--- src/rtl/div_seq.sv ---
// Sequential signed restoring divider: 2*width-bit dividend / width-bit divisor.
// One quotient bit per clock; done pulses 2*width+1 edges after start is accepted.
module div_seq #(
  parameter int width = 6
) (
  input  logic               clk,
  input  logic               rst_n,
  input  logic               start,
  input  logic [2*width-1:0] dividend,
  input  logic [width-1:0]   divisor,
  output logic [width-1:0]   quotient,
  output logic [width-1:0]   remainder,
  output logic               busy,
  output logic               done,
  output logic               div_by_zero,
  output logic               overflow
);

  localparam int DW = 2 * width;
  localparam int CW = $clog2(DW + 1);
  localparam logic [CW-1:0] LAST_STEP = CW'(DW - 1);
  // Largest quotient magnitudes representable for a positive / negative result.
  localparam logic [DW-1:0] QMAX_POS = {{(width + 1){1'b0}}, {(width - 1){1'b1}}};
  localparam logic [DW-1:0] QMAX_NEG = {{width{1'b0}}, 1'b1, {(width - 1){1'b0}}};

  typedef enum logic [1:0] {
    ST_IDLE = 2'd0,
    ST_CALC = 2'd1,
    ST_FIX  = 2'd2
  } state_t;

  state_t            state_q, state_d;
  logic [DW-1:0]     dvd_q, dvd_d;
  logic [width-1:0]  dvs_q, dvs_d;
  logic [width:0]    rem_q, rem_d;
  logic [CW-1:0]     cnt_q, cnt_d;
  logic              sign_dvd_q, sign_dvd_d;
  logic              sign_dvs_q, sign_dvs_d;
  logic              zero_q, zero_d;
  logic [width-1:0]  quo_q, quo_d;
  logic [width-1:0]  rmd_q, rmd_d;
  logic              done_q, done_d;
  logic              dbz_q, dbz_d;
  logic              ovf_q, ovf_d;

  logic [DW-1:0]     dvd_abs;
  logic [width-1:0]  dvs_abs;
  logic [width+1:0]  shifted;
  logic [width+1:0]  trial;
  logic              trial_ge;
  logic              neg_quo;
  logic              quo_ovf;

  // Unary minus on an unsigned vector yields the magnitude of the most-negative value too.
  assign dvd_abs  = dividend[DW-1] ? -dividend : dividend;
  assign dvs_abs  = divisor[width-1] ? -divisor : divisor;

  assign shifted  = {rem_q, dvd_q[DW-1]};
  assign trial    = shifted - {2'b00, dvs_q};
  assign trial_ge = ~trial[width+1];

  assign neg_quo  = sign_dvd_q ^ sign_dvs_q;
  assign quo_ovf  = neg_quo ? (dvd_q > QMAX_NEG) : (dvd_q > QMAX_POS);

  always_comb begin
    state_d    = state_q;
    dvd_d      = dvd_q;
    dvs_d      = dvs_q;
    rem_d      = rem_q;
    cnt_d      = cnt_q;
    sign_dvd_d = sign_dvd_q;
    sign_dvs_d = sign_dvs_q;
    zero_d     = zero_q;
    quo_d      = quo_q;
    rmd_d      = rmd_q;
    done_d     = 1'b0;
    dbz_d      = dbz_q;
    ovf_d      = ovf_q;

    case (state_q)
      ST_IDLE: begin
        if (start) begin
          dvd_d      = dvd_abs;
          dvs_d      = dvs_abs;
          sign_dvd_d = dividend[DW-1];
          sign_dvs_d = divisor[width-1];
          zero_d     = (divisor == '0);
          rem_d      = '0;
          cnt_d      = '0;
          state_d    = ST_CALC;
        end
      end

      ST_CALC: begin
        // Quotient bits fill the dividend register from the bottom as its top bits shift out.
        rem_d = trial_ge ? trial[width:0] : shifted[width:0];
        dvd_d = {dvd_q[DW-2:0], trial_ge};
        cnt_d = cnt_q + 1'b1;
        if (cnt_q == LAST_STEP) begin
          state_d = ST_FIX;
        end
      end

      ST_FIX: begin
        done_d  = 1'b1;
        state_d = ST_IDLE;
        if (zero_q) begin
          quo_d = '0;
          rmd_d = '0;
          dbz_d = 1'b1;
          ovf_d = 1'b0;
        end else if (quo_ovf) begin
          quo_d = '0;
          rmd_d = '0;
          dbz_d = 1'b0;
          ovf_d = 1'b1;
        end else begin
          quo_d = neg_quo    ? -dvd_q[width-1:0] : dvd_q[width-1:0];
          rmd_d = sign_dvd_q ? -rem_q[width-1:0] : rem_q[width-1:0];
          dbz_d = 1'b0;
          ovf_d = 1'b0;
        end
      end

      default: begin
        state_d = ST_IDLE;
      end
    endcase
  end

  always_ff @(posedge clk or negedge rst_n) begin
    if (!rst_n) begin
      state_q    <= ST_IDLE;
      dvd_q      <= '0;
      dvs_q      <= '0;
      rem_q      <= '0;
      cnt_q      <= '0;
      sign_dvd_q <= 1'b0;
      sign_dvs_q <= 1'b0;
      zero_q     <= 1'b0;
      quo_q      <= '0;
      rmd_q      <= '0;
      done_q     <= 1'b0;
      dbz_q      <= 1'b0;
      ovf_q      <= 1'b0;
    end else begin
      state_q    <= state_d;
      dvd_q      <= dvd_d;
      dvs_q      <= dvs_d;
      rem_q      <= rem_d;
      cnt_q      <= cnt_d;
      sign_dvd_q <= sign_dvd_d;
      sign_dvs_q <= sign_dvs_d;
      zero_q     <= zero_d;
      quo_q      <= quo_d;
      rmd_q      <= rmd_d;
      done_q     <= done_d;
      dbz_q      <= dbz_d;
      ovf_q      <= ovf_d;
    end
  end

  assign quotient    = quo_q;
  assign remainder   = rmd_q;
  assign busy        = (state_q != ST_IDLE);
  assign done        = done_q;
  assign div_by_zero = dbz_q;
  assign overflow    = ovf_q;

endmodule

--- config.mk ---
export PLATFORM = sky130hd
export DESIGN_NAME = div_seq
export DESIGN_NICKNAME = d
export VERILOG_FILES = /design/src/rtl/div_seq.sv
export SDC_FILE = /design/constraint.sdc
export NUM_CORES = 1
export LEC_CHECK = 0
export ABC_AREA = 1
export CORE_ASPECT_RATIO = 1.5
export CORE_MARGIN = 2
export CORE_UTILIZATION = 55
export DETAILED_ROUTE_END_ITERATION = 7
export PLACE_DENSITY_LB_ADDON = 0.08
export SKIP_CTS_REPAIR_TIMING = 1
export SYNTH_ARGS = -nofsm -noshare
export SYNTH_HDL_FRONTEND = slang
export SYNTH_SLANG_ARGS = --single-unit
--- constraint.sdc ---
create_clock -name clk -period 2.05 [get_ports clk]
set_clock_uncertainty 0.1 [all_clocks]
set_input_delay 0.615 -clock clk [delete_from_list [all_inputs] [get_ports clk]]
set_output_delay 0.615 -clock clk [all_outputs]
set_load 0.02 [all_outputs]
# Word level (Yosys, flattened, before mapping)
# Cells that the tools add are included.
[totals] rom_bits=0 input_bits=21 regBits=49 output_inout_bits=16 mem_count=0 ramBits=0 latch_bits=0 elab_cells=58
[op_classes] n_reduce_logical=7 muxes=23 div_mod_pow=0 n_lt_le_gt_ge=2 n_shift=0 bitwise_logic=2 n_eq_ne=5 addsub=6 n_mul=0
[op_table] op="$mux 6" count=7
[op_table] op="$mux 12" count=2
[op_table] op="$pmux 12 s2" count=1
[op_table] op="$neg 6->6" count=3
[op_table] op="$mux 7" count=2
[op_table] op="$pmux 7 s2" count=1
[op_table] op="$gt 12x5->1 const B" count=1
[op_table] op="$gt 12x6->1 const B" count=1
[op_table] op="$neg 12->12" count=1
[op_table] op="$pmux 4 s2" count=1
[op_table] op="$sub 8x6->8" count=1
[op_table] op="$logic_not 6->1" count=1
[op_table] op="$reduce_and 2->1" count=3
[op_table] op="$mux 1" count=5
[op_table] op="$add 4x1->4 const B" count=1
[op_table] op="$eq 4x4->1 const B" count=1
[op_table] op="$mux 2" count=2
[op_table] op="$mux 4" count=1
[op_table] op="$ne 2x2->1 const B" count=2
[op_table] op="$pmux 2 s2" count=1
[op_table] op="$reduce_bool 2->1" count=2
[op_table] op="$eq 2x1->1 const B" count=1
[op_table] op="$eq 2x2->1 const B" count=1
[op_table] op="$logic_not 2->1" count=1
[op_table] op="2 further kinds" count=2

# Depth between registers and ports, before layout
[logic_depth] depth_word=4 mapped_depth=12 depth_no_buf=12

# Worst setup path after synthesis
# OpenSTA, ideal clock, no wires.
[synth_timing] path_kind="register to register" from="register rem_q[1]" to="register dvd_q[0]" setup_slack_ns=0.347 setup_time_ns=0.133 period_less_slack_ns=1.703 required_ns=1.817 path_buffers=0 stages_incl_launch_ff=9 t_arrival_ns=1.470 cell_sequence="dfrtp_1 -> ha_1 -> or2_2 -> nand3_2 -> nand2_2 -> nand2_4 -> nand2_4 -> nand2_1 -> o211ai_1"
[synth_between] elab_chain_len=3
[synth_rtl] element="start: declaration" line="35" text="logic [width:0] rem_q, rem_d;"
[synth_rtl] element="start signal: assignment" line="150" text="rem_q <= rem_d;"
[synth_rtl] element="$sub 8x6->8" line="59" text="assign trial = shifted - {2'b00, dvs_q};"
[synth_rtl] element="$not 1->1" line="60" text="assign trial_ge = ~trial[width+1];"
[synth_rtl] element="$pmux 12 s2" line="80" text="case (state_q)"
[synth_rtl] element="end signal: assignment" line="148" text="dvd_q <= dvd_d;"
[synth_rtl] element="end: declaration" line="33" text="logic [DW-1:0] dvd_q, dvd_d;"
# No other way between the ends.
# A chain may end at the register's enable or synchronous reset.

# Worst setup path after layout
[layout_timing] from="register dbz_q (netlist: div_by_zero)" to="output port div_by_zero"
[layout_lines] element="start: declaration" line="43" text="logic dbz_q, dbz_d;"
[layout_lines] element="start signal: assignment" line="158" text="dbz_q <= dbz_d;"
[layout_lines] element="end: declaration" line="15" text="output logic div_by_zero,"
# No word-level cell between the ends.

==> reports/summary.log <==
INFO  sta            finalSetupViolCount=0
INFO  final_layout   antenna_cells=0
INFO  worst_setup_path worstSetupEndpointType=output pin
INFO  synthesis      synth_area_leader_cell=dfrtp_1
INFO  final_layout   syn2layout_area_growth=19.40%
INFO  synthesis      count_of_flip_flops_with_a_built_in_enable_after_synthesis=0
INFO  cts            max-clock-path-buffers=2
INFO  pwr            power.share.sequential=0.317
INFO  synthesis      synth_common_cells=nand2_1, inv_1, dfrtp_1, nand3_1, nor2_1
INFO  min_path       class_of_the_most_critical_hold_timing_path=in2async
INFO  floorplanning  fp.coreArea=5409squm
INFO  floorplanning  chipWidth=64.68um
INFO  synthesis      synth.yosys.seq_area_share=0.4036
INFO  job            max_cap_violations=0
INFO  routing        post_drt_wl_per_cell=12.89um
INFO  worst_setup_path critical_path_data_required_time=1330ps
INFO  sta            finalHoldViolCount=0
INFO  pwr            combinationalPowerShare=0.574
INFO  cts            cts_tree=yes
INFO  synthesis      largest_cells_by_area_after_synthesis=dfrtp_1, nand2_1, inv_1
INFO  synthesis      post_synthesis_net_count=424
INFO  global_routing grtUsageMet1=0.2623
INFO  cts            reg_clk_slew_reported_paths=90ps
INFO  sta            maxClockFrequency=501.1MHz
INFO  global_routing grtUsageMet2=0.4575
INFO  final_layout   layout.nets=470
INFO  cts            cts_root_buffer=clkbuf_8
INFO  floorplanning  die_h=95.03um
INFO  cts            tritoncts.num_buffers=5
INFO  worst_setup_path path_max_fanout=2
INFO  global_routing grt_max_degree=50
INFO  routing        finalWirelength=6.549mm
INFO  worst_setup_path crit_family=buffers and inverters
INFO  routing        viasPerCell=5.307
INFO  place          io_buffer_count=36
INFO  sta            timing_max_transition_violations_final=0
INFO  floorplanning  design.die.area=6146squm
INFO  pwr            ir_worst_vdd=0.8628mV
INFO  global_routing grt_overflow_total=0
INFO  floorplanning  row_count=33
INFO  synthesis      ys_types=38
INFO  synthesis      yosys_most_used_dff=dfrtp_1
INFO  routing        drc=0
INFO  cts            clock_sink_count=49
INFO  run_status     status=completed
INFO  synthesis      synth.ff_latch_count=49
INFO  pwr            proportion_of_power_drawn_by_the_clock_network=0.110
INFO  synthesis      post_synthesis_mean_instance_area=7.770squm
INFO  pwr            p_leak=1.804nW
INFO  place          gpl.final_weighted_congestion=0.8324
INFO  sta            final_period_minus_worst_setup_slack=1996ps
INFO  synthesis      mappedNetlistArea=3038squm
INFO  synthesis      synth_cells=391
INFO  synthesis      ys_warn_count=0
INFO  pwr            power.net_switching=2.467mW
INFO  worst_setup_path worst_path_cell_trace=clkdlybuf4s50_1
INFO  worst_setup_path timing.critical_path.from_type=flip-flop
INFO  sta            timing.final.crit_share=0.9734
INFO  synthesis      postSynth.asyncResetShare=1.000
INFO  synthesis      netlist.area_leader.share=0.4036
INFO  worst_setup_path worstSetupPathType=reg2out
INFO  cts            clk-insertion-delay-late=300ps
INFO  worst_setup_path critical_path_cell_count=1
INFO  worst_setup_path rr_worst_depth=8
INFO  global_routing grt_antenna_before_repair=0
INFO  sta            finalHoldWorstSlack=186.5ps
INFO  worst_setup_path cp_data_arrival_time=1280ps
INFO  place          final_hpwl_dp=5.158mm
INFO  pwr            power.switching_fraction=0.4756
INFO  worst_setup_path cp_slowest_cell=clkdlybuf4s50_1
INFO  routing        dr.pass1.iters=4
INFO  pwr            internal_power=2.719mW
INFO  floorplanning  floorplan.io_pins=37
INFO  global_routing global_route.peak_usage_layer=met2
INFO  synthesis      synthMostInstantiatedCell=nand2_1
INFO  worst_setup_path cp_num_buf_inv=1
INFO  routing        route.vias.total=2,696
INFO  sta            slew-limit-headroom=0.6444
INFO  global_routing globalRouteTotalUtil=0.2410
INFO  global_routing via_count_of_the_first_global_routing_pass=2,693
INFO  global_routing groute.layer.met3.usage=0.03542
INFO  global_routing grt_first_pass_wirelength=11.59mm
INFO  worst_setup_path worst_path_largest_cell_delay=610ps
INFO  floorplanning  floorplan.initialDensity=0.5616
INFO  pwr            power_per_cell_area=1430nW/um^2
INFO  cts            cts_max_level=2
INFO  sta            worst_slew_pin_slew=532.2ps
INFO  final_layout   share_of_layout_cells_above_drive_strength_1=0.1142
INFO  routing        route.antenna.remaining_nets=0
INFO  routing        number_of_drc_violations_after_detailed_routing_iteration_0=146
INFO  sta            unrepaired_setup_endpoints_after_global_routing=no
INFO  pwr            p_total=5.186mW
==> power groups by stage <==
stage / combinational (mW) / sequential [mW] / clock (mW)
3_3_place_gp: 2.88 / 1.65 / 0
5_1_grt: 3.44 / 1.70 / 0.622
4_1_cts: 2.98 / 1.64 / 0.581
3_5_place_dp: 2.97 / 1.66 / 0
2_1_floorplan: 2.29 / 1.60 / 0
6_report: 2.98 / 1.64 / 0.568
==> through the flow <==
stage | TNS [ps] | instances | area [sq um] | worst slack (ps) | utilization
final | 0 | 508 | 3627 | 54.43 | 0.6706
after CTS | -126.4 | 508 | 3617 | -126.4 | 0.6687
after global placement | -3636 | 500 | 3526 | -186.2 | 0.6519
after detailed placement | -5031 | 500 | 3526 | -273.5 | 0.6519
after global routing | 0 | 508 | 3627 | 6.461 | 0.6706
after floorplan | 0 | 391 | 3038 | 346.8 | -
==> flip-flops by register name, summed over array words and instances, names as in the netlist <==
register	cells
cnt_q	4
div_by_zero	1
done	1
dvd_q	12
dvs_q	6
overflow	1
quotient	6
rem_q	7
remainder	6
sign_dvd_q	1
sign_dvs_q	1
state_q	2
zero_q	1
==> layout by cell type, fill, tap and decap left out, drive strengths merged, types with 2 or more instances in the layout <==
| cell | count |
|---|---|
| nand2 | 107 |
| inv | 56 |
| dfrtp | 49 |
| nand3 | 38 |
| clkdlybuf4s50 | 33 |
| o21ai | 33 |
| nor2 | 31 |
| buf | 13 |
| xor2 | 12 |
| a21oi | 12 |
| ha | 11 |
| a22oi | 10 |
| clkbuf | 5 |
| nor3 | 4 |
| clkinvlp | 3 |
| a31oi | 2 |
| o22ai | 2 |
| nand3b | 2 |
| nand4 | 2 |
| a22o | 2 |
| dlymetal6s2s | 2 |
| or2 | 2 |
==> cells by family after synthesis <==
group	after synthesis	synth area share
AND/OR/NAND/NOR	187	0.2780
flip-flops	49	0.4036
XOR/XNOR	13	0.03748
AO/OA/AOI/OAI	65	0.1409
buffers and inverters	65	0.08814
adder cells (fa/ha/maj)	12	0.05189
==> layout make-up <==
class / count / area, sq um
clock buffer: 5 / 68.82
clock inverter: 3 / 22.52
fill: 460 / 1782
inverter: 56 / 210.2
multi-input combinational: 277 / 1549
sequential: 49 / 1226
tap: 70 / 87.58
timing repair buffer: 48 / 462.9
==> per-layer routing <==
layer	vias to the layer above	part of all wire
met2	49	0.55
met3	18	0.022
met5	-	0
li1	1361	-
met4	0	0.032
met1	1268	0.40
==> final timing paths <==
| kind | start | slack [ps] | endpoint |
|---|---|---|---|
| min reg2reg | remainder[1] | 390 | remainder[1] |
| min | rst_n | 190 | dvs_q[2] |
| min in group clk | remainder[1] | 390 | remainder[1] |
| max reg2reg | rem_q[1] | 150 | rem_q[1] |
| max | div_by_zero | 50 | div_by_zero |
| max in group asynchronous | rst_n | 1430 | rem_q[1] |
Power figures use the tool's default switching activity.
